`config.mk`:
```
export PLATFORM = sky130hd
export DESIGN_NAME = slide_scan
export DESIGN_NICKNAME = d
export VERILOG_FILES = /design/src/rtl/slide_scan.sv
export SDC_FILE = /design/constraint.sdc
export NUM_CORES = 1
export LEC_CHECK = 0
export CORE_MARGIN = 8
export CORE_UTILIZATION = 55
export DETAILED_ROUTE_END_ITERATION = 10
export DONT_BUFFER_PORTS = 1
export PLACE_DENSITY = 0.7
export SKIP_LAST_GASP = 1
export SYNTH_ARGS = -nofsm -noshare
export SYNTH_HDL_FRONTEND = slang
export SYNTH_SLANG_ARGS = --single-unit
```
`constraint.sdc`:
```
create_clock -name clk -period 8.5 [get_ports clk]
set_clock_uncertainty 0.15 [all_clocks]
set_input_delay 1.275 -clock clk [delete_from_list [all_inputs] [get_ports clk]]
set_output_delay 1.275 -clock clk [all_outputs]
set_load 0.05 [all_outputs]
```
`src/rtl/slide_scan.sv`:
```
// rtl/slide_scan.sv - round-robin ADC scan sequencer with per-slot exponential smoothing
module slide_scan #(
  parameter int NUM_CH    = 6,
  parameter int RES_W     = 12,
  parameter int CHNL_W    = 3,
  parameter logic [NUM_CH*CHNL_W-1:0] CH_MAP = {3'd7, 3'd4, 3'd3, 3'd2, 3'd1, 3'd0},
  parameter int AVG_SHIFT = 2,
  parameter int TIMEOUT   = 1024
) (
  input  logic                       clk,
  input  logic                       rst_n,
  input  logic                       en,
  input  logic                       err_clr,
  input  logic                       cnv_cmplt,
  input  logic [RES_W-1:0]           res,
  output logic [CHNL_W-1:0]          chnnl,
  output logic                       strt_cnv,
  output logic [NUM_CH*RES_W-1:0]    pot_out,
  output logic                       upd_vld,
  output logic [$clog2(NUM_CH)-1:0]  upd_idx,
  output logic                       scan_done,
  output logic                       timeout_err
);

  localparam int IDX_W = $clog2(NUM_CH);
  localparam int AW    = RES_W + AVG_SHIFT;
  localparam int TW    = (TIMEOUT > 1) ? $clog2(TIMEOUT) : 1;
  localparam logic [IDX_W-1:0] LAST_IDX = IDX_W'(NUM_CH - 1);
  localparam logic [TW-1:0]    T_LAST   = TW'(TIMEOUT - 1);

  typedef enum logic [1:0] {IDLE, START, WAIT, UPDATE} state_t;

  state_t            state;
  logic [IDX_W-1:0]  idx;
  logic [IDX_W-1:0]  idx_nxt;
  logic              wrap;
  logic [TW-1:0]     timer;
  logic [RES_W-1:0]  res_q;
  logic [AW-1:0]     acc [NUM_CH];
  logic [NUM_CH-1:0] primed;
  logic [AW-1:0]     acc_cur;
  logic [AW-1:0]     acc_new;

  assign wrap     = (idx == LAST_IDX);
  assign idx_nxt  = wrap ? '0 : idx + 1'b1;
  assign strt_cnv = (state == START);

  // The first sample seeds the accumulator so the slot starts at the real value, not ramping from 0.
  always_comb begin
    acc_cur = acc[idx];
    acc_new = AW'(res_q) << AVG_SHIFT;
    if (primed[idx]) begin
      acc_new = acc_cur - (acc_cur >> AVG_SHIFT) + AW'(res_q);
    end
  end

  always_ff @(posedge clk or negedge rst_n) begin
    if (!rst_n) begin
      state       <= IDLE;
      idx         <= '0;
      chnnl       <= CH_MAP[CHNL_W-1:0];
      timer       <= '0;
      res_q       <= '0;
      pot_out     <= '0;
      upd_vld     <= 1'b0;
      upd_idx     <= '0;
      scan_done   <= 1'b0;
      timeout_err <= 1'b0;
      primed      <= '0;
      for (int i = 0; i < NUM_CH; i++) begin
        acc[i] <= '0;
      end
    end else begin
      upd_vld   <= 1'b0;
      scan_done <= 1'b0;
      if (err_clr) begin
        timeout_err <= 1'b0;
      end
      case (state)
        IDLE: begin
          if (en) begin
            state <= START;
          end
        end
        START: begin
          timer <= '0;
          state <= WAIT;
        end
        WAIT: begin
          // Completion takes priority over a timeout landing on the same edge.
          if (cnv_cmplt) begin
            res_q <= res;
            state <= UPDATE;
          end else if (timer == T_LAST) begin
            timeout_err <= 1'b1;
            idx         <= idx_nxt;
            chnnl       <= CH_MAP[idx_nxt*CHNL_W +: CHNL_W];
            scan_done   <= wrap;
            state       <= en ? START : IDLE;
          end else begin
            timer <= timer + 1'b1;
          end
        end
        UPDATE: begin
          acc[idx]                     <= acc_new;
          primed[idx]                  <= 1'b1;
          pot_out[idx*RES_W +: RES_W]  <= RES_W'(acc_new >> AVG_SHIFT);
          upd_vld                      <= 1'b1;
          upd_idx                      <= idx;
          idx                          <= idx_nxt;
          chnnl                        <= CH_MAP[idx_nxt*CHNL_W +: CHNL_W];
          scan_done                    <= wrap;
          state                        <= en ? START : IDLE;
        end
        default: state <= IDLE;
      endcase
    end
  end

endmodule

```
==> results.ini <==
[routing]
detail_route.wl_per_cell_um=20.5
first_iter_violations=844
viasPerCell=6.12
vias=8087
drc=0
ant_nets=0
drt-total-wl_mm=27.1
first_pass_iters=6

[yosys]
synth.avg_cell_area_sq_um=9.58
ys_seq_area_share_pct=47.1
yosys_warnings=0
synth.distinct_cells=70
synth_nets=1153
synth-async-reset-ratio_pct=100
synth_flop_cell=dfrtp_1
synth_edf_count=0
netlist_area_sq_mm=0.0105
synth_seq_cells=198
netlist_instances=1098

[placed_design]
io_buffers=0
dpl.hpwl_mm=18.7
gp_congestion=0.930
place_area_sq_mm=0.0107

[outcome]
status=completed

[timing]
report.final.slew_viol_count=0
worst_slew_margin_rel_pct=34.8
period_minus_slack_ns=5.86
max_freq_mhz=171
tightest_slew_ns=0.972
setup_tns_ns=0
setup_violations=0
rsz0062_at_grt=no
period_share_pct=69.0
hold_viol_final=0

[global_route]
grt_max_degree=199
grt.total_usage_pct=23.1
grt_pass1_vias=7702
grt_pass1_wl_mm=43.4
antenna_found_initial=0
overflow=0

[worst_setup_path]
r2r_cells=16
setup.worst_path.end_class=flip-flop
r2r-end=pot_out[53]
r2r-start=idx[0]
cp-endpoint=pot_out[53]
crit_type=reg -> reg
cp_max_fo=34
worstPathArrival_ns=6.04
startpoint_type=flip-flop
startpoint=idx[0]
ff2ff_setup_slack_ns=2.64
critPathRequiredTime_ns=8.68

[finish]
num-fill-cells=1595
antennaDiodeCount=0
multiInputGateArea_sq_mm=0.00508
drive_gt1_share_pct=10.9
final_cell_mix=dfrtp_1 (197), nand2_1 (193), o21ai_0 (127)
seqCellArea_sq_mm=0.00496
fin_area_sq_mm=0.0113
fin_nets=1129
area_growth_pct=7.08
final_common_cell=dfrtp_1

[floorplanning]
die_h_um=154
ios=99
core_area_sq_mm=0.0188
initial_utilization_pct=56.0
die-area_sq_mm=0.0238
die_w_um=154
placementRows=50

[clock_tree]
cts_buffers=17
post_cts_resized=0
cts_sinks=198
cts_max_level=4
clkTransAtPathRegs_ns=0.08
clk_latency_ns=0.44
cts_setup_buffers=0
cts_hold_buf=0
cts_tree=built
cts_root_buffer=clkbuf_16
cts_max_path_buffers=2

[worst_hold_path]
holdCritPathClass=reg -> reg

[run]
maxCapViolCount=0

## through the flow
step                std cells  setup slack [ns]  utilization (%)  hold slack, ns
floorplan                1098              3.44                -           0.278
global placement         1289              2.77             56.8           0.296
detailed placement       1289              2.69             56.8           0.300
CTS                      1321              2.66             60.0           0.321
global route             1321              2.21             60.0           0.342
finish                   1321              2.64             60.0           0.312
## registers in the layout (all words and copies together) (netlist names)
name / cells
res_q: 12
acc: 84
upd_idx: 3
scan_done: 1
state: 2
timer: 10
pot_out: 72
chnnl: 3
idx: 3
upd_vld: 1
timeout_err: 1
primed: 6
## metal layers
layer	track usage [%]	wire length, um	up-vias
met2	33.1	11800	338
met4	6.07	570	0
met1	33.4	12200	3946
met5	0	0	-
li1	-	-	3760
met3	6.83	2570	43
## cells by family after synthesis
group                      Yosys count  synth area share, %
buffers and inverters              118                 4.67
and+or+nand+nor                    362                 14.7
muxes                               82                 10.2
xor gates and xnor gates            20                 1.74
AOI/OAI and AO/OA                  280                 16.1
DFF                                198                 47.1
adders and majority gates           38                 5.45
## worst min-delay path by stage
stage / cells past startpoint / endpoint / from / slack (ns)
4_1_cts: 1 / primed[1] / primed[1] / 0.32
3_5_place_dp: 1 / primed[1] / primed[1] / 0.30
5_1_grt: 1 / primed[2] / primed[2] / 0.34
2_1_floorplan: 1 / primed[5] / primed[5] / 0.28
3_3_place_gp: 1 / primed[0] / primed[0] / 0.30
6_report: 1 / primed[1] / primed[1] / 0.31
## synth_stat cells (9+ instances only)
master	count	area share [%]
dfrtp_1	198	47
nand2_1	193	6.9
o21ai_0	127	6.0
nor2_1	92	3.3
inv_1	61	2.2
a21oi_1	53	2.5
mux2_2	40	4.3
clkbuf_1	34	1.2
mux2i_1	26	2.5
ha_1	25	3.0
nand3_1	18	0.86
mux4_2	16	3.4
fa_1	13	2.5
nand2b_1	13	0.77
a21o_1	12	0.86
buf_2	12	0.57
xnor2_1	10	0.83
a31oi_1	9	0.54
o221ai_1	9	0.75
xor2_1	9	0.75
## cell type report
| class | instances | area share [%] |
|---|---|---|
| inverter | 62 | 2.07 |
| clock inverter | 13 | 1.38 |
| tap | 234 | 2.60 |
| sequential | 198 | 44.0 |
| clock buffer | 19 | 4.02 |
| multi-input combinational | 782 | 45.1 |
| timing repair buffer | 13 | 0.866 |
## critical path: stages (launching register included)
cell,delay [ns]
dfrtp_2,1.01
buf_4,0.52
mux2i_1,0.24
nor2_1,0.06
a21oi_1,0.24
inv_1,0.09
fa_1,0.50
inv_1,0.04
ha_1,0.37
and4_1,0.24
a211o_1,0.30
a32o_1,0.26
a2111oi_0,0.38
nand3b_1,0.64
mux2_2,0.34
o21ai_1,0.08
mux2_2,0.27
Power is left out: the tool's default activity adds up to more than one toggle a clock period on the data nets, which glitch-free logic cannot reach.
